### config.mk
export PLATFORM = sky130hd
export DESIGN_NAME = manhattan_update_array_flat
export DESIGN_NICKNAME = d
export VERILOG_FILES = /design/src/rtl/manhattan_update_array_if.sv /design/src/rtl/manhattan_update_array.sv /design/src/flat_wrapper.sv
export SDC_FILE = /design/constraint.sdc
export NUM_CORES = 1
export LEC_CHECK = 0
export ABC_AREA = 1
export BUFFER_PORTS_ARGS = -buffer_cell sky130_fd_sc_hd__buf_2
export CORE_MARGIN = 1.5
export CORE_UTILIZATION = 37
export DETAILED_ROUTE_END_ITERATION = 16
export GPL_TIMING_DRIVEN = 0
export MAX_ROUTING_LAYER = met4
export PLACE_DENSITY_LB_ADDON = 0.25
export SYNTH_ARGS = -nofsm -noshare
export SYNTH_HDL_FRONTEND = slang
export SYNTH_SLANG_ARGS = --single-unit
### constraint.sdc
create_clock -name clk -period 11.7 [get_ports clk]
set_input_delay 0.585 -clock clk [delete_from_list [all_inputs] [get_ports clk]]
set_output_delay 0.585 -clock clk [all_outputs]
set_load 0.005 [all_outputs]
### src/rtl/manhattan_update_array_if.sv
// Handshake and data bundle between the back-prop error stage, the Manhattan update
// array and the weight register file. Vectors carry NUM_CH tagged words, ch0 in LSBs.
interface manhattan_update_array_if #(
  parameter int BIT_WIDTH  = 32,
  parameter int EXTRA_BITS = 2,
  parameter int NUM_CH     = 4
);
  localparam int W = BIT_WIDTH + EXTRA_BITS;

  logic                start;
  logic [W-1:0]        eta;
  logic [NUM_CH*W-1:0] Differentiated_Error;
  logic [NUM_CH*W-1:0] Old_Weights;
  logic                busy;
  logic                done;
  logic [NUM_CH*W-1:0] Updated_Weights;
  logic [W-1:0]        New_eta;
  logic                nan_flag;

  modport master (
    output start, eta, Differentiated_Error, Old_Weights,
    input  busy, done, Updated_Weights, New_eta, nan_flag
  );

  modport slave (
    input  start, eta, Differentiated_Error, Old_Weights,
    output busy, done, Updated_Weights, New_eta, nan_flag
  );
endinterface

### src/rtl/manhattan_update_array.sv
// Sequential Manhattan-rule weight update: w -= |eta|*sign(dE) for NUM_CH tagged IEEE
// single weights through one pipelined adder, followed by an optional eta decay.
module manhattan_update_array #(
  parameter int BIT_WIDTH   = 32,
  parameter int EXTRA_BITS  = 2,
  parameter int NUM_CH      = 4,
  parameter int ADD_LATENCY = 3,
  parameter int ETA_SHIFT   = 1
) (
  input logic clk,
  input logic rst,
  manhattan_update_array_if.slave bus
);
  localparam int W  = BIT_WIDTH + EXTRA_BITS;
  localparam int IW = (NUM_CH > 1) ? $clog2(NUM_CH) : 1;
  localparam int L  = ADD_LATENCY;
  localparam logic [1:0] TAG_ZERO = 2'b00, TAG_NORM = 2'b01, TAG_INF = 2'b10, TAG_NAN = 2'b11;
  localparam logic [L-1:0] UP_MASK = ~(L'(1) << (L - 1));

  typedef enum logic [1:0] {IDLE, ISSUE, DRAIN, FINISH} state_t;

  // Tagged IEEE single add, round-to-nearest-even, denormals flushed to zero.
  function automatic logic [33:0] fp_add(input logic [33:0] a, input logic [33:0] b);
    logic        a_zero, b_zero, a_inf, b_inf, swap, sub, sgn, rnd;
    logic [30:0] big, sml;
    logic [26:0] mb, ms, mask;
    logic [27:0] sum;
    logic [24:0] m;
    int          e, d, lz;
    fp_add = '0;
    a_zero = (a[33:32] == TAG_ZERO) || (a[30:23] == 8'd0);
    b_zero = (b[33:32] == TAG_ZERO) || (b[30:23] == 8'd0);
    a_inf  = (a[33:32] == TAG_INF);
    b_inf  = (b[33:32] == TAG_INF);
    if (a[33:32] == TAG_NAN || b[33:32] == TAG_NAN || (a_inf && b_inf && a[31] != b[31]))
      fp_add = {TAG_NAN, 32'h7FC00000};
    else if (a_inf)           fp_add = {TAG_INF, a[31], 8'hFF, 23'd0};
    else if (b_inf)           fp_add = {TAG_INF, b[31], 8'hFF, 23'd0};
    else if (a_zero && b_zero) fp_add = '0;
    else if (a_zero)          fp_add = {TAG_NORM, b[31:0]};
    else if (b_zero)          fp_add = {TAG_NORM, a[31:0]};
    else begin
      swap = b[30:0] > a[30:0];
      big  = swap ? b[30:0] : a[30:0];
      sml  = swap ? a[30:0] : b[30:0];
      sgn  = swap ? b[31] : a[31];
      sub  = a[31] ^ b[31];
      e    = int'(big[30:23]);
      d    = int'(big[30:23]) - int'(sml[30:23]);
      mb   = {1'b1, big[22:0], 3'b000};
      ms   = {1'b1, sml[22:0], 3'b000};
      if (d > 26) ms = 27'd1;
      else if (d > 0) begin
        mask = (27'd1 << d) - 27'd1;
        ms   = (ms >> d) | {26'd0, |(ms & mask)};
      end
      sum = sub ? ({1'b0, mb} - {1'b0, ms}) : ({1'b0, mb} + {1'b0, ms});
      if (sum != 28'd0) begin
        if (sum[27]) begin
          sum = (sum >> 1) | {27'd0, sum[0]};
          e   = e + 1;
        end else begin
          lz = 0;
          for (int i = 0; i < 27; i++) if (sum[i]) lz = 26 - i;
          sum = sum << lz;
          e   = e - lz;
        end
        rnd = sum[2] & (sum[1] | sum[0] | sum[3]);
        m   = {1'b0, sum[26:3]} + {24'd0, rnd};
        if (m[24]) begin
          m = m >> 1;
          e = e + 1;
        end
        if (e >= 255)   fp_add = {TAG_INF, sgn, 8'hFF, 23'd0};
        else if (e > 0) fp_add = {TAG_NORM, sgn, e[7:0], m[22:0]};
      end
    end
  endfunction

  function automatic logic [33:0] eta_decay(input logic [33:0] e, input logic used);
    eta_decay = {e[33:32], 1'b0, e[30:0]};
    if (used) begin
      if (e[33])
        eta_decay = e;
      else if (e[33:32] == TAG_ZERO || e[30:23] <= 8'(ETA_SHIFT))
        eta_decay = '0;
      else
        eta_decay = {TAG_NORM, 1'b0, e[30:23] - 8'(ETA_SHIFT), e[22:0]};
    end
  endfunction

  state_t        r_state, w_state_nxt;
  logic [W-1:0]  r_eta;
  logic [1:0]    r_de_tag [NUM_CH];
  logic          r_de_sgn [NUM_CH];
  logic [W-1:0]  r_w_old  [NUM_CH];
  logic [W-1:0]  r_slot   [NUM_CH];
  logic [W-1:0]  r_upd    [NUM_CH];
  logic [W-1:0]  w_slot_nxt [NUM_CH];
  logic [IW-1:0] r_ch_idx;
  logic          r_used, r_nan, r_nan_flag;
  logic [W-1:0]  r_new_eta;
  logic [W-1:0]  r_res_p [L];
  logic [IW-1:0] r_idx_p [L];
  logic [L-1:0]  r_vld_p;
  logic          w_issue, w_last, w_bypass;
  logic [W-1:0]  w_opb, w_issue_res;

  // Issue stage: bypassed channels still ride the pipe so latency never varies.
  assign w_issue     = (r_state == ISSUE);
  assign w_last      = (r_ch_idx == IW'(NUM_CH - 1));
  assign w_bypass    = (r_de_tag[r_ch_idx] == TAG_ZERO) || (r_de_tag[r_ch_idx] == TAG_NAN);
  assign w_opb       = {TAG_NORM, ~r_de_sgn[r_ch_idx], r_eta[30:0]};
  assign w_issue_res = w_bypass ? r_w_old[r_ch_idx] : fp_add(r_w_old[r_ch_idx], w_opb);

  // Retire stage: the result leaving the pipe on the FINISH edge is folded in directly.
  always_comb begin
    for (int c = 0; c < NUM_CH; c++)
      w_slot_nxt[c] = (r_vld_p[L-1] && r_idx_p[L-1] == IW'(c)) ? r_res_p[L-1] : r_slot[c];
  end

  always_comb begin
    w_state_nxt = r_state;
    unique case (r_state)
      IDLE:    if (bus.start) w_state_nxt = ISSUE;
      ISSUE:   if (w_last) w_state_nxt = DRAIN;
      DRAIN:   if ((r_vld_p & UP_MASK) == '0) w_state_nxt = FINISH;
      FINISH:  w_state_nxt = IDLE;
      default: w_state_nxt = IDLE;
    endcase
  end

  always_ff @(posedge clk) begin
    if (rst) begin
      r_state    <= IDLE;
      r_ch_idx   <= '0;
      r_vld_p    <= '0;
      r_used     <= 1'b0;
      r_nan      <= 1'b0;
      r_nan_flag <= 1'b0;
      r_new_eta  <= '0;
      for (int c = 0; c < NUM_CH; c++) r_upd[c] <= '0;
    end else begin
      r_state    <= w_state_nxt;
      r_vld_p[0] <= w_issue;
      for (int s = 1; s < L; s++) r_vld_p[s] <= r_vld_p[s-1];
      if (r_state == IDLE && bus.start) begin
        r_ch_idx <= '0;
        r_used   <= 1'b0;
        r_nan    <= 1'b0;
      end
      if (w_issue) begin
        if (!w_last) r_ch_idx <= r_ch_idx + 1'b1;
        r_used <= r_used | ~w_bypass;
        r_nan  <= r_nan | (r_de_tag[r_ch_idx] == TAG_NAN);
      end
      if (r_state == DRAIN && w_state_nxt == FINISH) begin
        for (int c = 0; c < NUM_CH; c++) r_upd[c] <= w_slot_nxt[c];
        r_nan_flag <= r_nan;
        r_new_eta  <= eta_decay(r_eta, r_used);
      end
    end
  end

  always_ff @(posedge clk) begin
    if (r_state == IDLE && bus.start) begin
      r_eta <= bus.eta;
      for (int c = 0; c < NUM_CH; c++) begin
        r_de_tag[c] <= bus.Differentiated_Error[c*W+W-1 -: 2];
        r_de_sgn[c] <= bus.Differentiated_Error[c*W+31];
        r_w_old[c]  <= bus.Old_Weights[c*W +: W];
      end
    end
    r_res_p[0] <= w_issue_res;
    r_idx_p[0] <= r_ch_idx;
    for (int s = 1; s < L; s++) begin
      r_res_p[s] <= r_res_p[s-1];
      r_idx_p[s] <= r_idx_p[s-1];
    end
    if (r_vld_p[L-1]) r_slot[r_idx_p[L-1]] <= r_res_p[L-1];
  end

  assign bus.busy     = (r_state != IDLE);
  assign bus.done     = (r_state == FINISH);
  assign bus.New_eta  = r_new_eta;
  assign bus.nan_flag = r_nan_flag;
  for (genvar g = 0; g < NUM_CH; g++) begin : g_out
    assign bus.Updated_Weights[g*W +: W] = r_upd[g];
  end
endmodule

### src/flat_wrapper.sv
// flat-port wrapper written by rule: the top's interface ports become plain ports
module manhattan_update_array_flat 
#(
  parameter int BIT_WIDTH   = 32,
  parameter int EXTRA_BITS  = 2,
  parameter int NUM_CH      = 4,
  parameter int ADD_LATENCY = 3,
  parameter int ETA_SHIFT   = 1
)
  (clk, rst, bus_start, bus_eta, bus_Differentiated_Error, bus_Old_Weights, bus_busy, bus_done, bus_Updated_Weights, bus_New_eta, bus_nan_flag);
  manhattan_update_array_if #(.BIT_WIDTH(BIT_WIDTH), .EXTRA_BITS(EXTRA_BITS), .NUM_CH(NUM_CH)) bus_i ();
  input logic clk;
  input logic rst;
  input wire logic [$bits(bus_i.start)-1:0] bus_start;
  input wire logic [$bits(bus_i.eta)-1:0] bus_eta;
  input wire logic [$bits(bus_i.Differentiated_Error)-1:0] bus_Differentiated_Error;
  input wire logic [$bits(bus_i.Old_Weights)-1:0] bus_Old_Weights;
  output wire logic [$bits(bus_i.busy)-1:0] bus_busy;
  output wire logic [$bits(bus_i.done)-1:0] bus_done;
  output wire logic [$bits(bus_i.Updated_Weights)-1:0] bus_Updated_Weights;
  output wire logic [$bits(bus_i.New_eta)-1:0] bus_New_eta;
  output wire logic [$bits(bus_i.nan_flag)-1:0] bus_nan_flag;
  assign bus_i.start = bus_start;
  assign bus_i.eta = bus_eta;
  assign bus_i.Differentiated_Error = bus_Differentiated_Error;
  assign bus_i.Old_Weights = bus_Old_Weights;
  assign bus_busy = bus_i.busy;
  assign bus_done = bus_i.done;
  assign bus_Updated_Weights = bus_i.Updated_Weights;
  assign bus_New_eta = bus_i.New_eta;
  assign bus_nan_flag = bus_i.nan_flag;
  manhattan_update_array #(.BIT_WIDTH(BIT_WIDTH), .EXTRA_BITS(EXTRA_BITS), .NUM_CH(NUM_CH), .ADD_LATENCY(ADD_LATENCY), .ETA_SHIFT(ETA_SHIFT)) u_core (.clk(clk), .rst(rst), .bus(bus_i));
endmodule
==> results.sh, run 1 <==
export IMPL_status="finished with violations"
export IMPL_violations="capacitance limit, slew limit, setup timing"
export IMPL_synthArstFlopShare=0
export IMPL_grt_pass1_wl_um=171000
export IMPL_synth_seq_area_share=0.520
export IMPL_ios=482
export IMPL_syn_num_nets=4188
export IMPL_hold_ws_ps=97.7
export IMPL_firstDrtPassIters=5
export IMPL_io_buffers=356
export IMPL_route_detailed_drc=0
export IMPL_p_sw_frac=0.508
export IMPL_p_per_area_mw_per_mm2=336
export IMPL_holdBufCountCts=0
export IMPL_required_ps=12240
export IMPL_path_max_fanout=10
export IMPL_core_area_mm2=0.0855
export IMPL_hold_end="u_core.r_w_old[1][7]"
export IMPL_dieHeight_um=298
export IMPL_p_comb_frac=0.648
export IMPL_finalNonFillerCells=5596
export IMPL_path_buf_inv=15
export IMPL_grt_total_usage=0.259
export IMPL_critPathMaxStageDelay_ps=870
export IMPL_cts_sinks=606
export IMPL_pre_cts_ws_ps=-4540
export IMPL_cts_root_buf="clkbuf_16"
export IMPL_rows=107
export IMPL_min_period_over_period=1.00
export IMPL_final_max_slew_viol_count=3
export IMPL_path_clk_slew_ps=60
export IMPL_syn_area_mm2=0.0321
export IMPL_seq_power_share=0.203
export IMPL_final_common_cell="nand2_1"
export IMPL_cts_buffers=61
export IMPL_routabilityCongestion=0.975
export IMPL_insertion_delay_ps=660
export IMPL_rsz0062_at_grt="yes"
export IMPL_syn_avg_cell_area_um2=8.48
export IMPL_rr_startpoint="u_core.r_ch_idx[0]"
export IMPL_synth_seq_cells=606
export IMPL_setup_viol=3
export IMPL_design_area_mm2=0.0417
export IMPL_max_slew_margin=-0.0623
export IMPL_drt_vias_per_instance=5.31
export IMPL_fin_skew_ps=47.3
export IMPL_endpoint_kind="register"
export IMPL_setup_slack_ps=-19.9
export IMPL_switchingPower_mw=7.13
export IMPL_initialDrtViolationCount=2982
export IMPL_wire_per_inst_um=20.9
export IMPL_vias=29696
export IMPL_synth_ff_type="edfxtp_1"
export IMPL_htree_levels=2
export IMPL_crit_top_cell="nand2_1"
export IMPL_detail_route_antenna_nets=0
export IMPL_critical_path_top_delay_family="simple AND/OR/NAND/NOR gates"
export IMPL_yosys_warnings=0
export IMPL_drive_gt1_frac=0.265
export IMPL_min_path_cells=1
export IMPL_critPathLaunchType="register"
export IMPL_cts_tree="yes"
export IMPL_dpl_instance_area_mm2=0.0355
export IMPL_rrSetupSlack_ps=-20
export IMPL_tightest_slew_ps=1580
export IMPL_grt_pass1_vias=27493
export IMPL_synth_edf_count=454
export IMPL_clkPwrFrac=0.149
export IMPL_clock_fmax_mhz=85.3
export IMPL_grt_overflow=0
export IMPL_final_cell_mix="nand2_1, edfxtp_1, buf_2, nand3_1, inv_1"
export IMPL_maxCapViolCount=1
export IMPL_r2r_end="u_core.r_res_p[0][9]"
export IMPL_final_hold_viol_count=0
export IMPL_netlist_instances=3785
export IMPL_clockBufferDepth=3
export IMPL_dieArea_mm2=0.0885
export IMPL_fin_crit_ps=11720
export IMPL_die_x_um=298
export IMPL_slowest_stage="o21ai_0"
export IMPL_place_inst=5292
export IMPL_critical_path_class="reg2reg"
export IMPL_hp_class="in2reg"
export IMPL_ir_worst_vdd_mv=0.248
export IMPL_start_util=0.375
export IMPL_p_int_mw=6.90
export IMPL_wl_um=117000
export IMPL_ys_types=72
export IMPL_syn_to_final_growth_pct=29.9
export IMPL_grt_max_degree=141
export IMPL_crit_arrival_ps=12260
export IMPL_reg2reg_depth=81
export IMPL_post_dp_hpwl_um=87400
export IMPL_p_leak_nw=18.2
export IMPL_fin_nets=4792
export IMPL_min_delay_start="bus_Old_Weights[41]"
export IMPL_antenna_found_initial=11
[synth_stat cells, drive strengths merged (8+ instances only)]
cell type / n / share of area
nand4: 54 / 0.011
ha: 92 / 0.036
clkbuf: 113 / 0.013
a32oi: 8 / 0.0022
nand2: 1190 / 0.14
xor2: 40 / 0.013
o211ai: 12 / 0.0028
nand3: 389 / 0.063
dfxtp: 152 / 0.095
a21oi: 294 / 0.047
nor3: 28 / 0.0052
buf: 54 / 0.010
inv: 333 / 0.039
o22ai: 17 / 0.0035
xnor2: 10 / 0.0030
edfxtp: 454 / 0.42
or2: 9 / 0.0018
nor4: 10 / 0.0019
nor2: 194 / 0.025
o21ai: 244 / 0.040
[how the worst max path moves through the flow]
stage / from / endpoint / depth (start not counted)
2_1_floorplan: u_core.r_ch_idx[0] / u_core.r_res_p[0][11] / 88
3_3_place_gp: u_core.r_ch_idx[0] / u_core.r_res_p[0][7] / 82
3_5_place_dp: u_core.r_ch_idx[0] / u_core.r_res_p[0][7] / 82
4_1_cts: u_core.r_ch_idx[0] / u_core.r_res_p[0][12] / 84
5_1_grt: u_core.r_ch_idx[0] / u_core.r_res_p[0][15] / 90
6_report: u_core.r_ch_idx[0] / u_core.r_res_p[0][9] / 81
[power groups by stage]
stage                     Clock (mW)  Combinational, mW  Sequential [mW]
final                           2.09               9.09             2.84
after global routing            2.21               9.82             2.87
after CTS                       2.13               8.05             2.85
after detailed placement           0               7.31             2.89
after global placement             0               7.40             2.90
after floorplan                    0               5.08             2.78
[metal layers]
metal  part of all wire  wire [µm]  GRT usage
met1               0.42      48900      0.333
met2               0.46      53800      0.407
met3              0.073       8480     0.0405
met4              0.049       5680      0.110
met5                  0          0          -
[cell families after synthesis]
kind of cell	share of synthesized area
simple gates	0.252
fa+ha+maj	0.0371
xor+xnor	0.0156
compound gates	0.111
flops	0.520
buf+inv	0.0634
mux	0.000936
[layout make-up]
cell class                      count  area (µm²)
Tap cell                         1144        1430
Multi-Input combinational cell   2673       15500
Clock inverter                     34         405
Sequential cell                   606       16700
Inverter                          340        1320
Clock buffer                       82        1790
Timing Repair Buffer              540        3440
Buffer                            167        1100
Fill cell                        8147       43900
Antenna cell                       10        25.0
[worst register-to-register path: cells and delay by family, from the launching register on]
family,cells,cell delay [ps]
AND/OR/NAND/NOR,41,4160
AO/OA/AOI/OAI,18,3350
buffers and inverters,15,1940
adder cells (fa/ha/maj),4,1140
XOR/XNOR,3,620
flip-flops,1,380
[through the flow]
step	util	power (mW)	setup TNS, ps
global route	0.487	14.9	-15200
detailed placement	0.415	10.2	-146410
CTS	0.465	13.0	0
floorplan	-	7.86	0
finish	0.487	14.0	-48.9
global placement	0.413	10.3	-149880
[sequential cells by signal (all words and copies together) (netlist names), 6 cells and up]
register,cells
u_core.r_res_p,102
u_core.r_eta,34
u_core.r_w_old,136
u_core.r_slot,136
u_core.r_upd,136
u_core.bus.New_eta,34
u_core.r_idx_p,6
u_core.r_de_tag,8
[what timing repair did]
action | CTS | global route
setup endpoints to repair | 34 | 34
resized for setup | 345 | 319
pin swaps | 92 | 157
gates cloned | 6 | 3
setup buffers | 104 | 69
No activity file was read; power rests on OpenSTA's default activity.
==> run 2, diff against run 1 <==
--- a/config.mk
+++ b/config.mk
@@ -7,10 +7,13 @@
 export LEC_CHECK = 0
 export ABC_AREA = 1
 export BUFFER_PORTS_ARGS = -buffer_cell sky130_fd_sc_hd__buf_2
+export CELL_PAD_IN_SITES_DETAIL_PLACEMENT = 1
+export CELL_PAD_IN_SITES_GLOBAL_PLACEMENT = 1
 export CORE_MARGIN = 1.5
 export CORE_UTILIZATION = 37
 export DETAILED_ROUTE_END_ITERATION = 16
 export GPL_TIMING_DRIVEN = 0
+export HOLD_SLACK_MARGIN = 0.03
 export MAX_ROUTING_LAYER = met4
 export PLACE_DENSITY_LB_ADDON = 0.25
 export SYNTH_ARGS = -nofsm -noshare
==> results.sh, run 2 (synthesized netlist as in run 1, its figures left out) <==
export IMPL_maxCapViolCount=0
export IMPL_crit_arrival_ps=12290
export IMPL_dieArea_mm2=0.0885
export IMPL_grt_max_degree=116
export IMPL_firstDrtPassIters=8
export IMPL_clock_fmax_mhz=84.5
export IMPL_cts_buffers=59
export IMPL_max_slew_margin=0.124
export IMPL_core_area_mm2=0.0855
export IMPL_grt_total_usage=0.277
export IMPL_crit_top_cell="nand2_2"
export IMPL_ios=482
export IMPL_grt_overflow=0
export IMPL_grt_pass1_vias=30051
export IMPL_cts_sinks=606
export IMPL_slowest_stage="dfxtp_4"
export IMPL_setup_slack_ps=-128
export IMPL_status="finished with violations"
export IMPL_cts_root_buf="clkbuf_16"
export IMPL_final_cell_mix="nand2_1, edfxtp_1, buf_2, nand3_1, inv_1"
export IMPL_final_common_cell="nand2_1"
export IMPL_dieHeight_um=298
export IMPL_drive_gt1_frac=0.275
export IMPL_critical_path_top_delay_family="simple AND/OR/NAND/NOR gates"
export IMPL_final_hold_viol_count=0
export IMPL_fin_skew_ps=40.4
export IMPL_start_util=0.375
export IMPL_final_max_slew_viol_count=0
export IMPL_io_buffers=356
export IMPL_setup_tns_ps=-2500
export IMPL_detail_route_antenna_nets=0
export IMPL_insertion_delay_ps=640
export IMPL_holdBufCountCts=0
export IMPL_required_ps=12160
export IMPL_hp_class="in2reg"
export IMPL_initialDrtViolationCount=2059
export IMPL_path_max_fanout=10
export IMPL_p_per_area_mw_per_mm2=337
export IMPL_seq_area_mm2=0.0167
export IMPL_critPathLaunchType="register"
export IMPL_critical_path_class="reg2reg"
export IMPL_cts_tree="yes"
export IMPL_wire_per_inst_um=22.5
export IMPL_drt_vias_per_instance=5.36
export IMPL_fin_nets=4800
export IMPL_vias=30007
export IMPL_fin_crit_ps=11830
export IMPL_post_dp_hpwl_um=93600
export IMPL_path_buf_inv=23
export IMPL_critPathMaxStageDelay_ps=420
export IMPL_setup_viol=31
export IMPL_min_period_over_period=1.01
export IMPL_clockBufferDepth=3
export IMPL_wl_um=126000
export IMPL_syn_to_final_growth_pct=30.2
export IMPL_ir_worst_vdd_mv=0.245
export IMPL_multi_input_comb_area_mm2=0.0157
export IMPL_grt_pass1_wl_um=183000
export IMPL_violations="setup timing"
export IMPL_antenna_found_initial=8
export IMPL_route_detailed_drc=0
export IMPL_endpoint_kind="register"
export IMPL_htree_levels=2
export IMPL_p_leak_nw=18.2
export IMPL_design_area_mm2=0.0418
export IMPL_power_mw=14.1
export IMPL_path_clk_slew_ps=70
export IMPL_die_x_um=298
export IMPL_tightest_slew_ps=1300
export IMPL_routabilityCongestion=0.995
export IMPL_rows=107
export IMPL_dpl_instance_area_mm2=0.0355
export IMPL_num_fill_cells=9993
export IMPL_rsz0062_at_grt="yes"
-- run 2: changes by cell type in the layout (fill, tap and decap cells not counted), moves of 8 or more --
| cell | delta |
|---|---|
| buf_4 | +20 |
| buf_6 | -13 |
| ha_1 | -10 |
| nand2_1 | -18 |
| nand2_2 | +12 |
| nand3_1 | -11 |
| o21ai_2 | +8 |
-- run 2: repair_timing --
item	in CTS	in global routing
gates cloned	5	1
setup endpoints to repair	34	34
gates resized for setup	418	283
pin swaps	118	137
buffers inserted	127	57
-- run 2: layout make-up --
class,count,area share
Clock buffer,86,0.0437
Buffer,165,0.0261
Tap cell,1144,0.0342
Clock inverter,25,0.00548
Multi-Input combinational cell,2672,0.375
Sequential cell,606,0.399
Timing Repair Buffer,553,0.0847
Antenna cell,7,0.000419
Inverter,340,0.0318
-- run 2: routing by layer --
layer / global-route usage / wire (µm) / part of all wire
met4: 0.0921 / 5440 / 0.043
met2: 0.466 / 61100 / 0.49
met1: 0.342 / 52500 / 0.42
met5: - / 0 / 0
met3: 0.0366 / 6860 / 0.054
-- run 2: worst register-to-register path: cells and delay by family (launching register included) --
| kind | cells | cell delay, ps |
|---|---|---|
| mux | 1 | 250 |
| buf+inv | 23 | 2640 |
| fa+ha+maj | 4 | 1060 |
| simple gates | 41 | 4430 |
| flops | 1 | 420 |
| xor+xnor | 1 | 230 |
| compound gates | 18 | 2600 |
-- run 2: path summary, 6_finish.rpt --
kind	start	slack, ps	to	cells after the start
max	u_core.r_ch_idx[0]	-130	u_core.r_res_p[0][16]	88
min	bus_Old_Weights[134]	120	u_core.r_w_old[3][32]	1
max reg2reg	u_core.r_ch_idx[0]	-130	u_core.r_res_p[0][16]	88
min reg2reg	u_core.r_res_p[0][40]	310	u_core.r_res_p[0][74]	0
-- run 2: stage by stage --
stage                     utilization  instances  worst slack [ps]  hold slack (ps)
final                           0.489       5598              -128              116
after global routing            0.489       5598              -685             94.0
after CTS                       0.470       5534              5.38             77.0
after detailed placement        0.415       5292             -4560              313
after global placement          0.413       5285             -4520              311
after floorplan                     -       3785               175              310
-- run 2: power by group --
part | internal, mW | switching, mW | total (mW) | leakage (nW)
Combinational | 3.05 | 6.24 | 9.29 | 11.5
Sequential | 2.62 | 0.210 | 2.83 | 5.64
Clock | 1.12 | 0.853 | 1.97 | 1.00
Total | 6.78 | 7.31 | 14.1 | 18.2
